**src/rtl/mem_arbiter_if.sv**
```systemverilog
// Shared bus bundle for mem_arbiter: fetch port, load/store port and memory port.
// Signal names are from the arbiter's point of view (i_ = into arbiter, o_ = out of arbiter).
interface mem_arbiter_if #(
  parameter int XLEN = 32
) ();
  logic            i_inst_req;
  logic [XLEN-1:0] i_inst_addr;
  logic            o_inst_ack;
  logic [XLEN-1:0] o_inst_rdata;
  logic            o_inst_err;

  logic            i_data_req;
  logic [XLEN-1:0] i_data_addr;
  logic [XLEN-1:0] i_data_wdata;
  logic [2:0]      i_data_funct3;
  logic            i_data_we;
  logic            o_data_ack;
  logic [XLEN-1:0] o_data_rdata;
  logic            o_data_err;

  logic            o_mem_req;
  logic [XLEN-1:0] o_mem_addr;
  logic [XLEN-1:0] o_mem_wdata;
  logic [2:0]      o_mem_funct3;
  logic            o_mem_we;
  logic            i_mem_ack;
  logic [XLEN-1:0] i_mem_rdata;

  // Arbiter side
  modport slave (
    input  i_inst_req, i_inst_addr,
    output o_inst_ack, o_inst_rdata, o_inst_err,
    input  i_data_req, i_data_addr, i_data_wdata, i_data_funct3, i_data_we,
    output o_data_ack, o_data_rdata, o_data_err,
    output o_mem_req, o_mem_addr, o_mem_wdata, o_mem_funct3, o_mem_we,
    input  i_mem_ack, i_mem_rdata
  );

  // Requesters and memory side
  modport master (
    output i_inst_req, i_inst_addr,
    input  o_inst_ack, o_inst_rdata, o_inst_err,
    output i_data_req, i_data_addr, i_data_wdata, i_data_funct3, i_data_we,
    input  o_data_ack, o_data_rdata, o_data_err,
    input  o_mem_req, o_mem_addr, o_mem_wdata, o_mem_funct3, o_mem_we,
    output i_mem_ack, i_mem_rdata
  );
endinterface

```
**src/rtl/mem_arbiter.sv**
```systemverilog
// Two-requester (fetch / load-store) arbiter onto one memory port, with data-streak
// fairness limit and memory-wait timeout. All outputs are registered.
module mem_arbiter #(
  parameter int XLEN       = 32,
  parameter int MAX_STREAK = 4,
  parameter int TIMEOUT    = 255
) (
  input logic           i_clk,
  input logic           i_rst,
  mem_arbiter_if.slave  bus
);
  // state | meaning
  // IDLE  | arbitrate between pending requests
  // INST  | fetch owns the memory port, waiting for ack/timeout
  // DATA  | load/store owns the memory port, waiting for ack/timeout
  // RESP  | one-cycle completion pulse to the owner
  typedef enum logic [1:0] {IDLE, INST, DATA, RESP} state_t;

  localparam logic [15:0] STREAK_MAX = 16'(MAX_STREAK);
  localparam logic [15:0] WAIT_LAST  = 16'(TIMEOUT - 1);

  state_t          r_state, w_state;
  logic [15:0]     r_streak, w_streak;
  logic [15:0]     r_wait, w_wait;
  logic            r_mem_req, w_mem_req;
  logic [XLEN-1:0] r_mem_addr, w_mem_addr;
  logic [XLEN-1:0] r_mem_wdata, w_mem_wdata;
  logic [2:0]      r_mem_funct3, w_mem_funct3;
  logic            r_mem_we, w_mem_we;
  logic            r_inst_ack, w_inst_ack;
  logic            r_inst_err, w_inst_err;
  logic [XLEN-1:0] r_inst_rdata, w_inst_rdata;
  logic            r_data_ack, w_data_ack;
  logic            r_data_err, w_data_err;
  logic [XLEN-1:0] r_data_rdata, w_data_rdata;
  logic            w_grant_inst, w_grant_data;

  always_comb begin
    w_state      = r_state;
    w_streak     = r_streak;
    w_wait       = r_wait;
    w_mem_req    = r_mem_req;
    w_mem_addr   = r_mem_addr;
    w_mem_wdata  = r_mem_wdata;
    w_mem_funct3 = r_mem_funct3;
    w_mem_we     = r_mem_we;
    w_inst_ack   = 1'b0;
    w_inst_err   = r_inst_err;
    w_inst_rdata = r_inst_rdata;
    w_data_ack   = 1'b0;
    w_data_err   = r_data_err;
    w_data_rdata = r_data_rdata;
    w_grant_inst = 1'b0;
    w_grant_data = 1'b0;
    case (r_state)
      IDLE: begin
        w_grant_data = bus.i_data_req && (!bus.i_inst_req || (r_streak < STREAK_MAX));
        w_grant_inst = bus.i_inst_req && !w_grant_data;
        // Streak only counts data grants that made a fetch wait
        if (!bus.i_inst_req || w_grant_inst)
          w_streak = '0;
        else if (w_grant_data && (r_streak < STREAK_MAX))
          w_streak = r_streak + 16'd1;
        if (w_grant_data) begin
          w_state      = DATA;
          w_wait       = '0;
          w_mem_req    = 1'b1;
          w_mem_addr   = bus.i_data_addr;
          w_mem_wdata  = bus.i_data_wdata;
          w_mem_funct3 = bus.i_data_funct3;
          w_mem_we     = bus.i_data_we;
        end else if (w_grant_inst) begin
          w_state      = INST;
          w_wait       = '0;
          w_mem_req    = 1'b1;
          w_mem_addr   = bus.i_inst_addr;
          w_mem_wdata  = '0;
          w_mem_funct3 = 3'b010;
          w_mem_we     = 1'b0;
        end
      end
      INST, DATA: begin
        if (bus.i_mem_ack) begin
          w_state   = RESP;
          w_mem_req = 1'b0;
          if (r_state == INST) begin
            w_inst_ack   = 1'b1;
            w_inst_err   = 1'b0;
            w_inst_rdata = bus.i_mem_rdata;
          end else begin
            w_data_ack   = 1'b1;
            w_data_err   = 1'b0;
            w_data_rdata = bus.i_mem_rdata;
          end
        end else if (r_wait >= WAIT_LAST) begin
          w_state   = RESP;
          w_mem_req = 1'b0;
          if (r_state == INST) begin
            w_inst_ack   = 1'b1;
            w_inst_err   = 1'b1;
            w_inst_rdata = '0;
          end else begin
            w_data_ack   = 1'b1;
            w_data_err   = 1'b1;
            w_data_rdata = '0;
          end
        end else begin
          w_wait = r_wait + 16'd1;
        end
      end
      RESP:    w_state = IDLE;
      default: w_state = IDLE;
    endcase
  end

  always_ff @(posedge i_clk) begin
    if (i_rst) begin
      r_state      <= IDLE;
      r_streak     <= '0;
      r_wait       <= '0;
      r_mem_req    <= 1'b0;
      r_mem_addr   <= '0;
      r_mem_wdata  <= '0;
      r_mem_funct3 <= '0;
      r_mem_we     <= 1'b0;
      r_inst_ack   <= 1'b0;
      r_inst_err   <= 1'b0;
      r_inst_rdata <= '0;
      r_data_ack   <= 1'b0;
      r_data_err   <= 1'b0;
      r_data_rdata <= '0;
    end else begin
      r_state      <= w_state;
      r_streak     <= w_streak;
      r_wait       <= w_wait;
      r_mem_req    <= w_mem_req;
      r_mem_addr   <= w_mem_addr;
      r_mem_wdata  <= w_mem_wdata;
      r_mem_funct3 <= w_mem_funct3;
      r_mem_we     <= w_mem_we;
      r_inst_ack   <= w_inst_ack;
      r_inst_err   <= w_inst_err;
      r_inst_rdata <= w_inst_rdata;
      r_data_ack   <= w_data_ack;
      r_data_err   <= w_data_err;
      r_data_rdata <= w_data_rdata;
    end
  end

  assign bus.o_mem_req    = r_mem_req;
  assign bus.o_mem_addr   = r_mem_addr;
  assign bus.o_mem_wdata  = r_mem_wdata;
  assign bus.o_mem_funct3 = r_mem_funct3;
  assign bus.o_mem_we     = r_mem_we;
  assign bus.o_inst_ack   = r_inst_ack;
  assign bus.o_inst_err   = r_inst_err;
  assign bus.o_inst_rdata = r_inst_rdata;
  assign bus.o_data_ack   = r_data_ack;
  assign bus.o_data_err   = r_data_err;
  assign bus.o_data_rdata = r_data_rdata;
endmodule

```
**src/flat_wrapper.sv**
```systemverilog
// flat-port wrapper written by rule: the top's interface ports become plain ports
module mem_arbiter_flat 
#(
  parameter int XLEN       = 32,
  parameter int MAX_STREAK = 4,
  parameter int TIMEOUT    = 255
)
  (i_clk, i_rst, bus_i_inst_req, bus_i_inst_addr, bus_o_inst_ack, bus_o_inst_rdata, bus_o_inst_err, bus_i_data_req, bus_i_data_addr, bus_i_data_wdata, bus_i_data_funct3, bus_i_data_we, bus_o_data_ack, bus_o_data_rdata, bus_o_data_err, bus_o_mem_req, bus_o_mem_addr, bus_o_mem_wdata, bus_o_mem_funct3, bus_o_mem_we, bus_i_mem_ack, bus_i_mem_rdata);
  mem_arbiter_if #(.XLEN(XLEN)) bus_i ();
  input logic i_clk;
  input logic i_rst;
  input wire logic [$bits(bus_i.i_inst_req)-1:0] bus_i_inst_req;
  input wire logic [$bits(bus_i.i_inst_addr)-1:0] bus_i_inst_addr;
  output wire logic [$bits(bus_i.o_inst_ack)-1:0] bus_o_inst_ack;
  output wire logic [$bits(bus_i.o_inst_rdata)-1:0] bus_o_inst_rdata;
  output wire logic [$bits(bus_i.o_inst_err)-1:0] bus_o_inst_err;
  input wire logic [$bits(bus_i.i_data_req)-1:0] bus_i_data_req;
  input wire logic [$bits(bus_i.i_data_addr)-1:0] bus_i_data_addr;
  input wire logic [$bits(bus_i.i_data_wdata)-1:0] bus_i_data_wdata;
  input wire logic [$bits(bus_i.i_data_funct3)-1:0] bus_i_data_funct3;
  input wire logic [$bits(bus_i.i_data_we)-1:0] bus_i_data_we;
  output wire logic [$bits(bus_i.o_data_ack)-1:0] bus_o_data_ack;
  output wire logic [$bits(bus_i.o_data_rdata)-1:0] bus_o_data_rdata;
  output wire logic [$bits(bus_i.o_data_err)-1:0] bus_o_data_err;
  output wire logic [$bits(bus_i.o_mem_req)-1:0] bus_o_mem_req;
  output wire logic [$bits(bus_i.o_mem_addr)-1:0] bus_o_mem_addr;
  output wire logic [$bits(bus_i.o_mem_wdata)-1:0] bus_o_mem_wdata;
  output wire logic [$bits(bus_i.o_mem_funct3)-1:0] bus_o_mem_funct3;
  output wire logic [$bits(bus_i.o_mem_we)-1:0] bus_o_mem_we;
  input wire logic [$bits(bus_i.i_mem_ack)-1:0] bus_i_mem_ack;
  input wire logic [$bits(bus_i.i_mem_rdata)-1:0] bus_i_mem_rdata;
  assign bus_i.i_inst_req = bus_i_inst_req;
  assign bus_i.i_inst_addr = bus_i_inst_addr;
  assign bus_o_inst_ack = bus_i.o_inst_ack;
  assign bus_o_inst_rdata = bus_i.o_inst_rdata;
  assign bus_o_inst_err = bus_i.o_inst_err;
  assign bus_i.i_data_req = bus_i_data_req;
  assign bus_i.i_data_addr = bus_i_data_addr;
  assign bus_i.i_data_wdata = bus_i_data_wdata;
  assign bus_i.i_data_funct3 = bus_i_data_funct3;
  assign bus_i.i_data_we = bus_i_data_we;
  assign bus_o_data_ack = bus_i.o_data_ack;
  assign bus_o_data_rdata = bus_i.o_data_rdata;
  assign bus_o_data_err = bus_i.o_data_err;
  assign bus_o_mem_req = bus_i.o_mem_req;
  assign bus_o_mem_addr = bus_i.o_mem_addr;
  assign bus_o_mem_wdata = bus_i.o_mem_wdata;
  assign bus_o_mem_funct3 = bus_i.o_mem_funct3;
  assign bus_o_mem_we = bus_i.o_mem_we;
  assign bus_i.i_mem_ack = bus_i_mem_ack;
  assign bus_i.i_mem_rdata = bus_i_mem_rdata;
  mem_arbiter #(.XLEN(XLEN), .MAX_STREAK(MAX_STREAK), .TIMEOUT(TIMEOUT)) u_core (.i_clk(i_clk), .i_rst(i_rst), .bus(bus_i));
endmodule
```
**config.mk**
```make
export PLATFORM = sky130hd
export DESIGN_NAME = mem_arbiter_flat
export DESIGN_NICKNAME = d
export VERILOG_FILES = /design/src/rtl/mem_arbiter_if.sv /design/src/rtl/mem_arbiter.sv /design/src/flat_wrapper.sv
export SDC_FILE = /design/constraint.sdc
export NUM_CORES = 1
export LEC_CHECK = 0
export CAP_MARGIN = 40
export CORE_ASPECT_RATIO = 1.2
export CORE_UTILIZATION = 39
export DETAILED_ROUTE_END_ITERATION = 16
export PLACE_DENSITY = 0.8
export SYNTH_ARGS = -nofsm -noshare
export SYNTH_HDL_FRONTEND = slang
export SYNTH_SLANG_ARGS = --single-unit
```
**constraint.sdc**
```tcl
create_clock -name i_clk -period 2.2 [get_ports i_clk]
set_input_delay 0.22 -clock i_clk [delete_from_list [all_inputs] [get_ports i_clk]]
set_output_delay 0.22 -clock i_clk [all_outputs]
set_load 0.02 [all_outputs]
```
==> results.sh, run 1 <==
export IMPL_timing_worst_setup_path_type="register to register"
export IMPL_portBuffers=273
export IMPL_syn_num_nets=937
export IMPL_postCtsSetupBuffers=0
export IMPL_syn_inst=794
export IMPL_postSynth_asyncResetShare_pct=0
export IMPL_cp_arrival_ps=2440
export IMPL_maxCapViolCount=0
export IMPL_clk_path_buf_depth=2
export IMPL_grt_pass1_wl_um=31700
export IMPL_cts_root_buf="clkbuf_16"
export IMPL_cpPeakStageDelay_ps=620
export IMPL_cp_max_fo=47
export IMPL_pin_count=274
export IMPL_num_nets_final=1205
export IMPL_dpl_cell_area_um2=10000
export IMPL_routed_wl_um=20400
export IMPL_multi_input_area_um2=3190
export IMPL_hp_class="primary input to register"
export IMPL_seqCellArea_um2=3420
export IMPL_avgSynthCellArea_um2=8.64
export IMPL_rows=52
export IMPL_drtAntennaViolNets=0
export IMPL_required_ps=2560
export IMPL_post_route_period_util_pct=94.9
export IMPL_synthToLayoutAreaGrowth_pct=54.8
export IMPL_synth_area_leaders="dfxtp_1 (50%), mux2i_1 (10%), nand2_1 (9.7%), nand3_1 (5.5%), a31oi_1 (3.5%)"
export IMPL_hpwl_um=14800
export IMPL_path_buf_inv=1
export IMPL_critPathTopFamily="simple AND/OR/NAND/NOR gates"
export IMPL_syn_area_um2=6860
export IMPL_p_total_uw=10800
export IMPL_wire_per_inst_um=15.8
export IMPL_start_util_pct=40.3
export IMPL_htree_levels=4
export IMPL_cp_end_kind="register"
export IMPL_synthFlopType="dfxtp_1"
export IMPL_synth_seq_cells=171
export IMPL_layout_drive_gt1_share_pct=7.72
export IMPL_powerDensity_nw_per_um2=1010
export IMPL_final_cell_mix="clkdlybuf4s50_1 (272), nand2_1 (177), dfxtp_1 (171)"
export IMPL_ys_types=49
export IMPL_yosysTopAreaCell="dfxtp_1"
export IMPL_gr_total_overflow=0
export IMPL_hold_viol_final=0
export IMPL_max_freq_ghz=0.479
export IMPL_synth_warnings=0
export IMPL_final_cell_area_um2=10600
export IMPL_dr_first_iter_drc_count=377
export IMPL_gp_congestion=0.873
export IMPL_synth_edf_count=0
export IMPL_fillers=1439
export IMPL_cp_slowest_cell="or4_1"
export IMPL_dieArea_um2=18100
export IMPL_period_needed_ps=2090
export IMPL_final_util_pct=62.3
export IMPL_finalSetupViolCount=0
export IMPL_die_h_um=147
export IMPL_final_common_cell="clkdlybuf4s50_1"
export IMPL_core_area_um2=17000
export IMPL_drc=0
export IMPL_clkSlewWorstSetupHoldPaths_ps=70
export IMPL_skew_ps=11.6
export IMPL_numCtsBuffers=17
export IMPL_worst_slew_pin_slew_ps=519
export IMPL_seq_area_frac_synth_pct=49.9
export IMPL_dr_pass1_iters=5
export IMPL_grt_max_degree=57
export IMPL_leakage_uw=0.00427
export IMPL_grt_pass1_vias=6389
export IMPL_startpoint_type="register"
export IMPL_status="complete, no violations"
export IMPL_rsz0062_at_grt="false"
export IMPL_slew_limit_headroom_pct=65.1
export IMPL_ir_drop_uv=625
export IMPL_setup_tns_ps=0
export IMPL_cts_tree="done"
export IMPL_clock_sinks=171
export IMPL_insertion_delay_ps=430
export IMPL_die_w_um=123
export IMPL_cp_cell_sequence="or4_1, o41ai_4, buf_12, nand2_1, a31oi_1"
export IMPL_vias_per_cell=5.18
export IMPL_grt_usage_pct=22.5
export IMPL_antenna_found_initial=1
export IMPL_slew_violations=0
export IMPL_synth_top_area_share_pct=49.9
export IMPL_vias=6689
[flip-flops by register name, summed over array words and instances, names as in the netlist]
signal and count:
u_core.bus.o_data_rdata 32, u_core.bus.o_inst_rdata 32, u_core.bus.o_mem_addr 32, u_core.bus.o_mem_wdata 32, u_core.r_streak 16, u_core.r_wait 16, u_core.bus.o_mem_funct3 3, u_core.r_state 2
u_core.bus.o_data_ack 1, u_core.bus.o_data_err 1, u_core.bus.o_inst_ack 1, u_core.bus.o_inst_err 1, u_core.bus.o_mem_req 1, u_core.bus.o_mem_we 1
[layout make-up]
cell class	instances	area share (%)
clock buffer	17	4.00
tap	216	2.54
multi-input combinational	553	30.1
timing repair buffer	310	29.4
sequential	171	32.2
antenna	1	0.0236
clock inverter	15	1.45
inverter	9	0.341
[cells in the mapped netlist, types with 2 or more instances]
| cell type | count |
|---|---|
| a31o_2 | 3 |
| nor4_1 | 4 |
| clkbuf_1 | 46 |
| nor2_1 | 27 |
| xor2_1 | 2 |
| o21a_1 | 2 |
| nand3_1 | 76 |
| a41oi_1 | 3 |
| dfxtp_1 | 171 |
| nor3_1 | 5 |
| nand2b_1 | 4 |
| or4_1 | 2 |
| nand2_1 | 177 |
| and2_1 | 6 |
| a31oi_1 | 38 |
| and3_1 | 2 |
| inv_1 | 8 |
| o21ai_0 | 38 |
| xnor2_1 | 4 |
| a21oi_1 | 47 |
| buf_4 | 2 |
| ha_1 | 6 |
| or3_1 | 2 |
| nand4_1 | 7 |
| o21ai_1 | 2 |
| o31ai_1 | 3 |
| and4_1 | 4 |
| o41ai_1 | 2 |
| mux2i_1 | 69 |
| buf_2 | 13 |
[final timing paths]
kind                                           startpoint                         to  slack [ps]  depth (start not counted)
worst max-delay path                   u_core.r_streak[8]   u_core.bus.o_mem_addr[1]         110                          5
worst min-delay path                                i_rst         u_core.r_streak[1]          70                          2
worst max register to register         u_core.r_streak[8]   u_core.bus.o_mem_addr[1]         110                          5
worst min register to register  u_core.bus.o_mem_wdata[9]  u_core.bus.o_mem_wdata[9]         450                          2
[routing by layer]
layer	vias up	GRT usage, %	wire length, um
met5	-	0	0
met4	0	9.22	559
met3	34	7.18	1750
met2	265	39.6	10300
met1	3085	24.6	7770
li1	3305	-	-
[kinds of logic after synthesis]
logic type      after synthesis  synth area share (%)
xor+xnor                      6                 0.766
simple gates                323                  20.9
buf+inv                      70                  4.17
mux                          69                  10.1
flops                       171                  49.9
fa+ha+maj                     6                  1.09
compound gates              149                  13.1
[per-stage QoR]
step / hold slack (ps) / std cells / setup WS [ps]
2_1_floorplan: 372 / 794 / 9.94
3_3_place_gp: 437 / 1258 / -102
3_5_place_dp: 444 / 1258 / -157
4_1_cts: 46.3 / 1290 / 49.1
5_1_grt: 76.4 / 1292 / 18.8
6_report: 65.2 / 1292 / 112
[power by group]
group          internal, uW  total (uW)  switching [uW]
registers              3580        3830             255
clock network          1610        2950            1340
logic                  1850        4000            2150
[timing repair]
item | CTS | global route
resized for setup | 0 | 2
hold buffers | 0 | 0
setup endpoints to repair | 0 | 69
Power figures use the tool's default switching activity.
==> run 2: changes to the inputs <==
Settings changed: GPL_TIMING_DRIVEN set to 0, SKIP_CTS_REPAIR_TIMING set to 1.
==> results.sh, run 2 (synthesis results as in run 1) <==
export IMPL_final_cell_area_um2=10700
export IMPL_clkSlewWorstSetupHoldPaths_ps=70
export IMPL_routed_wl_um=22400
export IMPL_cp_max_fo=10
export IMPL_status="complete, no violations"
export IMPL_dieArea_um2=18100
export IMPL_critPathLaunch="u_core.r_state[0]"
export IMPL_rows=52
export IMPL_rsz0062_at_grt="true"
export IMPL_fillers=1454
export IMPL_cts_root_buf="clkbuf_16"
export IMPL_timing_worst_setup_path_type="register to register"
export IMPL_drc=0
export IMPL_grt_max_degree=19
export IMPL_pin_count=274
export IMPL_clk_path_buf_depth=2
export IMPL_vias=6900
export IMPL_n_antenna_cell=0
export IMPL_seqCellArea_um2=3420
export IMPL_slew_limit_headroom_pct=53.8
export IMPL_hold_viol_final=0
export IMPL_grt_pass1_wl_um=35000
export IMPL_multi_input_area_um2=3220
export IMPL_dr_first_iter_drc_count=404
export IMPL_p_total_uw=11000
export IMPL_die_w_um=123
export IMPL_hp_class="primary input to register"
export IMPL_gr_total_overflow=0
export IMPL_portBuffers=272
export IMPL_ir_drop_uv=695
export IMPL_cp_end_kind="register"
export IMPL_cts_tree="done"
export IMPL_worst_slew_pin_slew_ps=687
export IMPL_post_route_period_util_pct=97.5
export IMPL_layout_setup_ws_ps=54.5
export IMPL_vias_per_cell=5.23
export IMPL_final_common_cell="clkdlybuf4s50_1"
export IMPL_num_nets_final=1234
export IMPL_dr_pass1_iters=5
export IMPL_synthToLayoutAreaGrowth_pct=55.2
export IMPL_place_inst=1282
export IMPL_startpoint_type="register"
export IMPL_fin_cells=1320
export IMPL_cp_arrival_ps=2470
export IMPL_grt_pass1_vias=6906
export IMPL_dpl_cell_area_um2=9860
export IMPL_start_util_pct=40.3
export IMPL_hpwl_um=17000
export IMPL_finalSetupViolCount=0
export IMPL_drtAntennaViolNets=0
export IMPL_powerDensity_nw_per_um2=1030
export IMPL_period_needed_ps=2150
export IMPL_numCtsBuffers=17
export IMPL_max_freq_ghz=0.466
export IMPL_maxCapViolCount=0
export IMPL_post_place_ws_ps=-577
export IMPL_required_ps=2520
export IMPL_htree_levels=4
export IMPL_skew_ps=12.0
export IMPL_insertion_delay_ps=440
export IMPL_leakage_uw=0.00425
export IMPL_clock_sinks=171
export IMPL_layout_drive_gt1_share_pct=6.97
export IMPL_rr_startpoint="u_core.r_state[0]"
export IMPL_final_cell_mix="clkdlybuf4s50_1 (271), nand2_1 (177), dfxtp_1 (171)"
export IMPL_slew_violations=0
export IMPL_antenna_found_initial=0
export IMPL_core_area_um2=17000
export IMPL_hold_path_startpoint="bus_i_mem_ack"
export IMPL_wire_per_inst_um=17.0
export IMPL_die_h_um=147
export IMPL_gp_congestion=0.881
export IMPL_grt_usage_pct=24.9
## run 2: changes by cell type in the layout (fill, tap and decap cells not counted), moves of 3 or more
| cell | change |
|---|---|
| clkbuf_4 | +5 |
| clkbuf_1 | +37 |
| buf_12 | -9 |
| clkbuf_2 | +5 |
| buf_4 | -12 |
| inv_6 | -3 |
## run 2: layout make-up
| class | instances | area share [%] |
|---|---|---|
| clock buffers | 17 | 3.99 |
| repair buffers | 280 | 26.1 |
| clock inverters | 15 | 1.88 |
| flip-flops and latches | 171 | 32.1 |
| inverters | 9 | 0.352 |
| well taps | 216 | 2.54 |
| plain buffers | 59 | 2.71 |
| multi-input cells | 553 | 30.2 |
## run 2: per-stage QoR
step	hold WS (ps)	setup TNS, ps	util [%]
after global routing	322	-448	62.5
after detailed placement	444	-61810	57.8
final	265	0	62.5
after floorplan	372	0	-
after global placement	437	-58780	57.8
after CTS	268	-31620	61.5
## run 2: worst max-delay path, stage by stage, from the launching register on
cell	delay (ps)
dfxtp_1	350
inv_1	120
ha_4	180
or3b_2	520
a31oi_1	240
buf_2	240
nand3_1	110
o32ai_1	290
## run 2: path summary, 6_finish.rpt
kind | cells after the start | slack, ps | endpoint
max | 7 | 50 | u_core.r_wait[8]
min | 3 | 270 | u_core.bus.o_data_rdata[31]
max reg2reg | 7 | 50 | u_core.r_wait[8]
min reg2reg | 2 | 450 | u_core.bus.o_mem_wdata[29]
## run 2: routing by layer
| layer | share of wire (%) | wire (um) | global-route usage (%) | up-vias |
|---|---|---|---|---|
| met1 | 37 | 8340 | 26.5 | 3200 |
| met4 | 3.2 | 716 | 10.4 | 0 |
| met2 | 51 | 11500 | 44.7 | 284 |
| met5 | 0 | 0 | 0 | - |
| met3 | 8.3 | 1870 | 7.73 | 47 |
| li1 | - | - | - | 3369 |
## run 2: where the power goes
part	internal, uW	leakage (uW)	switching, uW
clock	1740	0.000303	1400
combinational	1760	0.00255	2240
sequential	3580	0.00139	274
total	7080	0.00425	3920
==> run 3: changes to the inputs <==
Settings changed: CAP_MARGIN 40 to 10.
==> results of run 3 <==
Final layout, timing and power as in run 2 (identical DEF).
